$ cat src/rtl/sys_arr_pkg.sv
// Shared systolic-array defaults: element width, row length and row-buffer depth.
package sys_arr_pkg;

    localparam int DW = 16;
    localparam int N  = 4;
    localparam int ROWBUF_BANKS = 2;

    typedef logic [N-1:0][DW-1:0] row_t;

endpackage

$ cat src/rtl/sysarr_rowbuf_ptr.sv
// Modulo-M wrap counter used for the row buffer's bank and element pointers.
module sysarr_rowbuf_ptr #(
    parameter int M = 2,
    localparam int W = (M > 1) ? $clog2(M) : 1
) (
    input  logic         clk,
    input  logic         RST,
    input  logic         clr,
    input  logic         inc,
    output logic [W-1:0] value
);

    localparam logic [W-1:0] LAST = W'(M - 1);
    localparam logic [W-1:0] ONE  = W'(1);

    always_ff @(posedge clk) begin
        if (RST || clr) begin
            value <= '0;
        end else if (inc) begin
            value <= (value == LAST) ? '0 : value + ONE;
        end
    end

endmodule

$ cat src/rtl/sysarr_row_buffer.sv
// Multi-bank row staging buffer: loads whole rows, streams one element per shift.
// Optional sticky overflow/underflow flags are built with SYSARR_ROWBUF_ERR_EN.
module sysarr_row_buffer
    import sys_arr_pkg::ROWBUF_BANKS;
#(
    parameter int DW    = sys_arr_pkg::DW,
    parameter int N     = sys_arr_pkg::N,
    parameter int BANKS = ROWBUF_BANKS
) (
    input  logic                       clk,
    input  logic                       RST,
    input  logic                       flush,
    input  logic                       load,
    input  logic [DW*N-1:0]            load_values,
    output logic                       load_ready,
    input  logic                       shift,
    output logic [DW-1:0]              out,
    output logic                       out_valid,
    output logic                       row_done,
    output logic                       full,
    output logic                       empty,
`ifdef SYSARR_ROWBUF_ERR_EN
    output logic                       overflow_err,
    output logic                       underflow_err,
`endif
    output logic [$clog2(BANKS+1)-1:0] count
);

    localparam int CW = $clog2(BANKS + 1);
    localparam int BW = $clog2(BANKS);
    localparam int EW = $clog2(N);

    localparam logic [CW-1:0] FULL_CNT  = CW'(BANKS);
    localparam logic [CW-1:0] CNT_ONE   = CW'(1);
    localparam logic [EW-1:0] LAST_ELEM = EW'(N - 1);

    logic [BW-1:0] wr_bank;
    logic [BW-1:0] rd_bank;
    logic [EW-1:0] rd_elem;
    logic [DW-1:0] mem [BANKS][N];

    logic load_acc;
    logic shift_acc;
    logic retire;

    // Flush and reset both outrank any same-cycle load or shift.
    assign full       = (count == FULL_CNT);
    assign empty      = (count == '0);
    assign load_ready = !full;
    assign out_valid  = !empty;
    assign load_acc   = load && !full && !flush && !RST;
    assign shift_acc  = shift && !empty && !flush && !RST;
    assign retire     = shift_acc && (rd_elem == LAST_ELEM);
    assign row_done   = retire;
    assign out        = empty ? '0 : mem[rd_bank][rd_elem];

    sysarr_rowbuf_ptr #(.M(BANKS)) u_wr_bank (
        .clk   (clk),
        .RST   (RST),
        .clr   (flush),
        .inc   (load_acc),
        .value (wr_bank)
    );

    sysarr_rowbuf_ptr #(.M(BANKS)) u_rd_bank (
        .clk   (clk),
        .RST   (RST),
        .clr   (flush),
        .inc   (retire),
        .value (rd_bank)
    );

    sysarr_rowbuf_ptr #(.M(N)) u_rd_elem (
        .clk   (clk),
        .RST   (RST),
        .clr   (flush),
        .inc   (shift_acc),
        .value (rd_elem)
    );

    // Element 0 sits in the MSB slice of load_values.
    always_ff @(posedge clk) begin
        if (load_acc) begin
            for (int i = 0; i < N; i++) begin
                mem[wr_bank][i] <= load_values[(N-1-i)*DW +: DW];
            end
        end
    end

    always_ff @(posedge clk) begin
        if (RST || flush) begin
            count <= '0;
        end else if (load_acc && !retire) begin
            count <= count + CNT_ONE;
        end else if (retire && !load_acc) begin
            count <= count - CNT_ONE;
        end
    end

`ifdef SYSARR_ROWBUF_ERR_EN
    // Flags record the raw request against the current occupancy; flush wins.
    always_ff @(posedge clk) begin
        if (RST || flush) begin
            overflow_err  <= 1'b0;
            underflow_err <= 1'b0;
        end else begin
            if (load && full) begin
                overflow_err <= 1'b1;
            end
            if (shift && empty) begin
                underflow_err <= 1'b1;
            end
        end
    end
`endif

endmodule

$ cat config.mk
export PLATFORM = sky130hd
export DESIGN_NAME = sysarr_row_buffer
export DESIGN_NICKNAME = d
export VERILOG_FILES = /design/src/rtl/sys_arr_pkg.sv /design/src/rtl/sysarr_rowbuf_ptr.sv /design/src/rtl/sysarr_row_buffer.sv
export SDC_FILE = /design/constraint.sdc
export NUM_CORES = 1
export LEC_CHECK = 0
export CELL_PAD_IN_SITES_DETAIL_PLACEMENT = 1
export CELL_PAD_IN_SITES_GLOBAL_PLACEMENT = 2
export CORE_MARGIN = 8
export CORE_UTILIZATION = 35
export CTS_BUF_LIST = sky130_fd_sc_hd__clkbuf_4
export CTS_CLUSTER_SIZE = 14
export DETAILED_ROUTE_END_ITERATION = 16
export GPL_ROUTABILITY_DRIVEN = 0
export PLACE_DENSITY_LB_ADDON = 0.1
export SYNTH_ARGS = -nofsm -noshare
export SYNTH_HDL_FRONTEND = slang
export SYNTH_HIERARCHICAL = 1
export SYNTH_SLANG_ARGS = --single-unit
export TNS_END_PERCENT = 50
$ cat constraint.sdc
create_clock -name clk -period 11.5 [get_ports clk]
set_input_delay 2.3 -clock clk [delete_from_list [all_inputs] [get_ports clk]]
set_output_delay 2.3 -clock clk [all_outputs]
set_load 0.05 [all_outputs]
==> results.json, run 1 <==
{
  "wl_per_cell_um": 19.7,
  "ir_worst_vdd_mv": 0.0718,
  "slew_headroom": 0.406,
  "drc": 0,
  "cp_max_fo": 6,
  "setup_viol": 0,
  "clk_latency_ps": 540,
  "antenna_found_initial": 1,
  "power.leakage_nw": 2.07,
  "status": "finished, final reports clean",
  "wl_mm": 12.0,
  "grt_pass1_wl_mm": 18.3,
  "yosysUniqueCellTypes": 29,
  "ant_nets": 0,
  "placementRows": 45,
  "syn_inst": 313,
  "syn2layout_area_growth_pct": 25.2,
  "vias": 3031,
  "cts_made_buffers": 17,
  "drt-vias-per-instance": 4.98,
  "critPathKind": "input port to primary output",
  "core_mm2": 0.0151,
  "slowest_delay_ps": 820,
  "place_hpwl_mm": 7.54,
  "cts-resized-gates": 0,
  "drive_gt1_frac": 0.107,
  "cts_buffer_depth": 2,
  "yosysWarnings": 6,
  "min_path_type": "flop to flop",
  "worst_slew_pin_slew_ps": 889,
  "grt_max_degree": 57,
  "final_nets": 478,
  "io_pins": 92,
  "grt_overflow": 0,
  "max_clock_freq_mhz": 150,
  "clkSinkCount": 134,
  "cts_setup_buffers": 0,
  "path_clk_slew_ps": 130,
  "clock_skew_ps": 20.5,
  "ys_ff_latch": 134,
  "slew_viol_final": 0,
  "hold_buffers": 0,
  "critical_path.startpoint_type": "input port",
  "avgSynthCellArea_um2": 17.3,
  "worst_hold_slack_ps": 642,
  "die_width_um": 140,
  "dr.first_iter.drc_count": 149,
  "finalSetupTns_ps": 0,
  "final_common_cell": "edfxtp_1",
  "end_kind": "primary output",
  "final_cell_mix": "edfxtp_1 (128), clkdlybuf4s50_1 (91), mux2i_1 (65)",
  "cp.required_ps": 9200,
  "port_buffers": 91,
  "arrival_ps": 4350,
  "seq_area_frac_synth": 0.731,
  "syn-num-nets": 384,
  "fin_crit_sh": 0.578,
  "hold_violations": 0,
  "power_density_mw_per_mm2": 140,
  "cts_root_buffer": "clkbuf_4",
  "drt-pass1-iter-count": 6,
  "grt_pass1_vias": 3344,
  "cp_slowest_cell": "clkdlybuf4s50_1",
  "finalPower_mw": 0.952,
  "die-height_um": 140,
  "final.min_clock_period_ps": 6650,
  "cap_violations": 0,
  "die_area_mm2": 0.0197,
  "rsz0062_at_grt": "no",
  "cts_tree": "yes",
  "cp_cell_sequence": "clkdlybuf4s50_1 -> nor2_1 -> and3_1 -> and3_1 -> clkdlybuf4s50_1",
  "start_util": 0.358,
  "htreeDepth": 4,
  "synth_area_mm2": 0.00542,
  "grtUsageTotal": 0.124
}
-- stage by stage --
stage	area (um^2)	instances	util	setup slack, ps
after floorplan	5420	313	-	5490
after global placement	6450	576	0.426	4860
after detailed placement	6450	576	0.426	4840
after CTS	6780	608	0.448	4830
after global routing	6790	609	0.448	4720
final	6790	609	0.448	4850
-- routing by layer --
metal  wire length, um  global-route usage
met1              5320               0.144
met2              5970               0.206
met3               481              0.0411
met4               209              0.0566
met5                 0                   0
-- critical path: cells and delay by family --
kind	cells	cell delay (ps)
buffers and inverters	2	1350
and+or+nand+nor	3	710
-- cells in the mapped netlist --
library cell / n / area (um^2)
nor3_1: 34 / 170
buf_2: 7 / 35.0
edfxtp_1: 128 / 3840
a21boi_0: 1 / 7.51
xor2_1: 2 / 17.5
or2_2: 1 / 6.26
buf_6: 8 / 90.1
o21ai_0: 1 / 5.00
or3b_1: 1 / 8.76
o32ai_1: 16 / 140
o21ai_4: 1 / 16.3
nor2_1: 1 / 3.75
ha_1: 2 / 25.0
buf_4: 2 / 15.0
o211ai_4: 1 / 21.3
inv_1: 3 / 11.3
mux2i_1: 65 / 651
xnor2_1: 2 / 17.5
and3_1: 3 / 18.8
clkbuf_1: 2 / 7.51
and2_1: 1 / 6.26
dfxtp_1: 6 / 120
nand2b_1: 2 / 12.5
nor3_2: 2 / 20.0
a211oi_2: 1 / 12.5
nor2b_1: 1 / 6.26
or3_1: 17 / 106
o21bai_4: 1 / 18.8
nand3_1: 1 / 5.00
-- area by class of cell --
cell class	count	area, um^2
Fill cell	1483	8360
Sequential cell	134	3970
Multi-Input combinational cell	157	1310
Timing Repair Buffer	94	933
Tap cell	188	235
Clock inverter	15	203
Clock buffer	17	128
Inverter	3	11.3
Antenna cell	1	2.50
-- report_power, final --
group | internal (mW) | switching, mW
clock network | 0.174 | 0.180
logic | 0.0277 | 0.0248
registers | 0.542 | 0.00260
total | 0.744 | 0.208
-- flip-flops by register name (all words and copies together) (netlist names) --
register and flops:
u_wr_bank/value 1, mem 128, u_rd_elem/value 2, count 2
u_rd_bank/value 1
-- final timing paths --
check,cells past startpoint,from,slack (ps),endpoint
setup / recovery,5,RST,4850,row_done
hold / removal,2,u_wr_bank/value,640,u_wr_bank/value
setup reg to reg,4,count[0],8770,mem[1][4]
hold reg to reg,2,u_wr_bank/value,640,u_wr_bank/value
-- logic make-up (layout without fill, tap and decap cells) --
logic type / after synthesis / in the layout / share of synthesized area
compound gates: 22 / 22 / 0.0409
xor+xnor: 4 / 4 / 0.00647
fa+ha+maj: 2 / 2 / 0.00462
buf+inv: 22 / 129 / 0.0293
flops: 134 / 134 / 0.731
mux: 65 / 65 / 0.120
other cells: 0 / 1 / 0
simple gates: 64 / 64 / 0.0672
Note: power is estimated with default switching activity, not from simulation.
==> run 2, diff against run 1 <==
==> constraint.sdc (replaced) <==
create_clock -name clk -period 7 [get_ports clk]
set_input_delay 1.4 -clock clk [delete_from_list [all_inputs] [get_ports clk]]
set_output_delay 1.4 -clock clk [all_outputs]
set_load 0.05 [all_outputs]
==> results.json, run 2 (synthesized netlist as in run 1, its figures left out) <==
{
  "grt_max_degree": 39,
  "worstHoldPathCells": 2,
  "grt_pass1_wl_mm": 18.5,
  "dr.first_iter.drc_count": 125,
  "rr_endpoint": "mem[0][20]",
  "ir_worst_vdd_mv": 0.126,
  "final_nets": 478,
  "wl_per_cell_um": 19.6,
  "crit_buf_inv": 2,
  "die-height_um": 140,
  "slowest_delay_ps": 810,
  "vias": 3035,
  "grtUsageTotal": 0.125,
  "power_density_mw_per_mm2": 219,
  "status": "finished, final reports clean",
  "clk_latency_ps": 520,
  "wl_mm": 11.9,
  "end_kind": "primary output",
  "path_clk_slew_ps": 100,
  "cts-resized-gates": 0,
  "finalInstanceArea_mm2": 0.00672,
  "top_regs": "mem x128, count x2, u_rd_elem/value x2",
  "final_common_cell": "edfxtp_1",
  "worst_slew_pin_slew_ps": 1100,
  "slew_headroom": 0.264,
  "clock_skew_ps": 10.3,
  "placementRows": 45,
  "worst-r2r-setup-slack_ps": 4050,
  "r2r_start": "count[0]",
  "cap_violations": 0,
  "drc": 0,
  "fin_crit_sh": 0.693,
  "finalSetupTns_ps": 0,
  "cts_buffer_depth": 2,
  "cp_max_fo": 6,
  "core_mm2": 0.0151,
  "critPathKind": "input port to primary output",
  "power.leakage_nw": 2.05,
  "final_cell_mix": "edfxtp_1 (128), clkdlybuf4s50_1 (91), mux2i_1 (65)",
  "drive_gt1_frac": 0.103,
  "cts_tree": "yes",
  "port_buffers": 91,
  "arrival_ps": 3450,
  "start_util": 0.358,
  "cp.required_ps": 5600,
  "grt_pass1_vias": 3376,
  "cp_cell_sequence": "clkdlybuf4s50_1 -> nor2_1 -> and3_1 -> and3_1 -> clkdlybuf4s50_1",
  "min_to": "u_wr_bank/value",
  "largest_register": "mem",
  "max_clock_freq_mhz": 206,
  "clkSinkCount": 134,
  "htreeDepth": 4,
  "place_hpwl_mm": 7.40,
  "slew_viol_final": 0,
  "placed_area_mm2": 0.00645,
  "die_area_mm2": 0.0197,
  "drt-vias-per-instance": 4.99,
  "grt_overflow": 0,
  "ff2ff_path_depth": 4,
  "cts_made_buffers": 17,
  "rsz0062_at_grt": "no",
  "critical_path.startpoint_type": "input port",
  "min_path_type": "flop to flop",
  "hold_violations": 0,
  "io_pins": 92,
  "cp_top_family": "buffers and inverters",
  "cp_slowest_cell": "clkdlybuf4s50_1",
  "die_width_um": 140,
  "cts_root_buffer": "clkbuf_4",
  "largest_reg_flops": 128,
  "hold_buffers": 0,
  "syn2layout_area_growth_pct": 24.0,
  "cts_setup_buffers": 0,
  "ant_nets": 0,
  "antenna_found_initial": 1,
  "min_from": "u_wr_bank/value",
  "drt-pass1-iter-count": 4,
  "final.min_clock_period_ps": 4850,
  "setup_viol": 0
}
-- run 2: cell type report --
class	instances	area, um^2
Multi-Input combinational cell	157	1310
Tap cell	188	235
Clock inverter	10	106
Sequential cell	134	3970
Timing Repair Buffer	94	933
Inverter	3	11.3
Clock buffer	21	158
Fill cell	1481	8430
Antenna cell	1	2.50
-- run 2: per-stage QoR --
step | total power [mW] | utilization | hold WS [ps] | std cells | setup slack (ps)
after global placement | 0.999 | 0.426 | 662 | 576 | 2170
after global routing | 1.53 | 0.444 | 701 | 608 | 1880
after detailed placement | 1.00 | 0.426 | 629 | 576 | 2140
after floorplan | 0.944 | - | 488 | 313 | 1890
after CTS | 1.49 | 0.444 | 651 | 607 | 1990
final | 1.47 | 0.444 | 656 | 608 | 2150
-- run 2: worst max-delay path by stage --
stage                end            start  cells past startpoint  slack, ps
6_report        row_done              RST                      5       2150
3_5_place_dp    row_done              RST                      5       2140
3_3_place_gp    row_done              RST                      5       2170
4_1_cts           out[1]  u_rd_bank/value                      4       1990
5_1_grt          out[15]  u_rd_bank/value                      4       1880
2_1_floorplan  mem[0][0]              RST                      3       1890
-- run 2: per-layer routing --
metal / vias up / global-route usage / share of wire
met4: 0 / 0.0463 / 0.012
met5: - / 0 / 0
li1: 1439 / - / -
met3: 10 / 0.0445 / 0.047
met2: 73 / 0.212 / 0.50
met1: 1513 / 0.142 / 0.44
-- run 2: power breakdown --
part / internal [mW] / total, mW / switching [mW] / leakage [nW]
sequential: 0.891 / 0.895 / 0.00423 / 1.21
combinational: 0.0455 / 0.0858 / 0.0403 / 0.694
clock: 0.223 / 0.490 / 0.268 / 0.145
total: 1.16 / 1.47 / 0.312 / 2.05
-- run 2: worst min-delay path, cell delays in order (launching register included) --
cell,delay (ps)
dfxtp_1,360
xnor2_1,210
nor3_2,50
==> run 3, diff against run 2 <==
==> constraint.sdc (replaced) <==
create_clock -name clk -period 4.8 [get_ports clk]
set_input_delay 0.96 -clock clk [delete_from_list [all_inputs] [get_ports clk]]
set_output_delay 0.96 -clock clk [all_outputs]
set_load 0.05 [all_outputs]
==> results.json, run 3 (synthesized netlist as in run 1, its figures left out) <==
{
  "cts_setup_buffers": 0,
  "ir_worst_vdd_mv": 0.150,
  "drive_gt1_frac": 0.102,
  "cap_violations": 0,
  "largest_register": "mem",
  "clkSinkCount": 134,
  "finalInstanceArea_mm2": 0.00683,
  "p_clk_frac": 0.376,
  "worst-r2r-setup-slack_ps": 2400,
  "fin_cells": 609,
  "place_hpwl_mm": 7.42,
  "hold_buffers": 0,
  "min_path_type": "flop to flop",
  "path_clk_slew_ps": 110,
  "slowest_delay_ps": 820,
  "status": "finished, final reports clean",
  "wl_per_cell_um": 19.7,
  "min_to": "u_wr_bank/value",
  "arrival_ps": 3130,
  "setup_viol": 0,
  "final_core_utilization": 0.451,
  "grt_pass1_vias": 3439,
  "worst_slew_pin_slew_ps": 967,
  "start_util": 0.358,
  "die-height_um": 140,
  "critPathKind": "flop to primary output",
  "dpl.cell_count": 577,
  "htreeDepth": 4,
  "end_kind": "primary output",
  "port_buffers": 91,
  "grt_pass1_wl_mm": 18.5,
  "grtUsageTotal": 0.127,
  "switching_power_mw": 0.470,
  "final_common_cell": "edfxtp_1",
  "cp_max_fo": 32,
  "p_sw_frac": 0.205,
  "die_area_mm2": 0.0197,
  "p_int_mw": 1.82,
  "finalPower_mw": 2.30,
  "r2r_start": "count[0]",
  "ant_nets": 0,
  "cts_root_buffer": "clkbuf_4",
  "placed_area_mm2": 0.00649,
  "slew_viol_final": 0,
  "worstHoldPathCells": 2,
  "cts_made_buffers": 17,
  "cp.required_ps": 3840,
  "drc": 0,
  "cp_slowest_cell": "o21bai_4",
  "largest_reg_flops": 128,
  "power_density_mw_per_mm2": 336,
  "cts_tree": "yes",
  "rsz0062_at_grt": "no",
  "grt_max_degree": 65,
  "startpoint": "count[1]",
  "pwr-share-comb": 0.055,
  "antenna_found_initial": 1,
  "drt-pass1-iter-count": 4,
  "fin_crit_sh": 0.851,
  "syn2layout_area_growth_pct": 26.0,
  "final_nets": 479,
  "slew_headroom": 0.354,
  "rr_endpoint": "mem[0][17]",
  "final_cell_mix": "edfxtp_1 (128), clkdlybuf4s50_1 (91), mux2i_1 (65)",
  "wl_mm": 12.0,
  "dr.first_iter.drc_count": 179,
  "top_regs": "mem x128, count x2, u_rd_elem/value x2",
  "final.min_clock_period_ps": 4090,
  "cts-resized-gates": 0,
  "core_mm2": 0.0151,
  "finalSetupTns_ps": 0,
  "min_from": "u_wr_bank/value",
  "clk_latency_ps": 540,
  "vias": 3025,
  "placementRows": 45,
  "critical_path.startpoint_type": "flop",
  "die_width_um": 140,
  "cts_buffer_depth": 2,
  "drt-vias-per-instance": 4.97,
  "ff2ff_path_depth": 4,
  "max_clock_freq_mhz": 245,
  "fin_ws_ps": 714,
  "power.leakage_nw": 2.08,
  "dp_slack_ps": 820,
  "grt_overflow": 0,
  "io_pins": 92,
  "p_seq_frac": 0.569,
  "cp_cell_sequence": "o21bai_4 -> o32ai_1 -> or3_1 -> clkdlybuf4s50_1",
  "clock_skew_ps": 13.6,
  "hold_violations": 0,
  "worst_hold_slack_ps": 641
}
==> run 3: changes by cell type in the layout (fill, tap and decap cells not counted), moves of 2 or more <==
cell	previous run	this run
buf_12	0	2
bufinv_16	2	5
clkbuf_4	21	17
clkinv_2	3	0
clkinv_4	0	2
clkinvlp_4	2	4
==> run 3: area by class of cell <==
type                       count  area (um^2)
antenna                        1         2.50
clock buffer                  17          128
clock inverter                14          209
fill                        1488         8320
inverter                       3         11.3
multi-input combinational    157         1310
sequential                   134         3970
tap                          188          235
timing repair buffer          95          966
==> run 3: per-layer routing <==
metal  up-vias  routed length [um]  track usage
met1      1497                5000        0.135
met3        14                 667       0.0506
li1       1440                   -            -
met2        74                6180        0.223
met5         -                   0            0
met4         0                 170       0.0503
==> run 3: critical path: cells and delay by family, from the launching register on <==
kind                   cells  cell delay [ps]
buffers and inverters      1              720
AO/OA/AOI/OAI              2             1010
AND/OR/NAND/NOR            1              370
flip-flops                 1              460
==> run 3: worst max path at each step <==
stage	to	depth (start not counted)	slack (ps)
6_report	out[14]	4	710
5_1_grt	out[14]	4	520
4_1_cts	out[14]	4	610
3_5_place_dp	row_done	5	820
3_3_place_gp	row_done	5	870
2_1_floorplan	mem[0][0]	4	930
==> run 3: power groups by stage <==
stage	registers, mW	clock network (mW)	logic, mW
final	1.31	0.863	0.127
after detailed placement	1.33	0	0.129
after global routing	1.31	0.937	0.136
after global placement	1.33	0	0.127
after floorplan	1.33	0	0.0426
after CTS	1.31	0.893	0.130
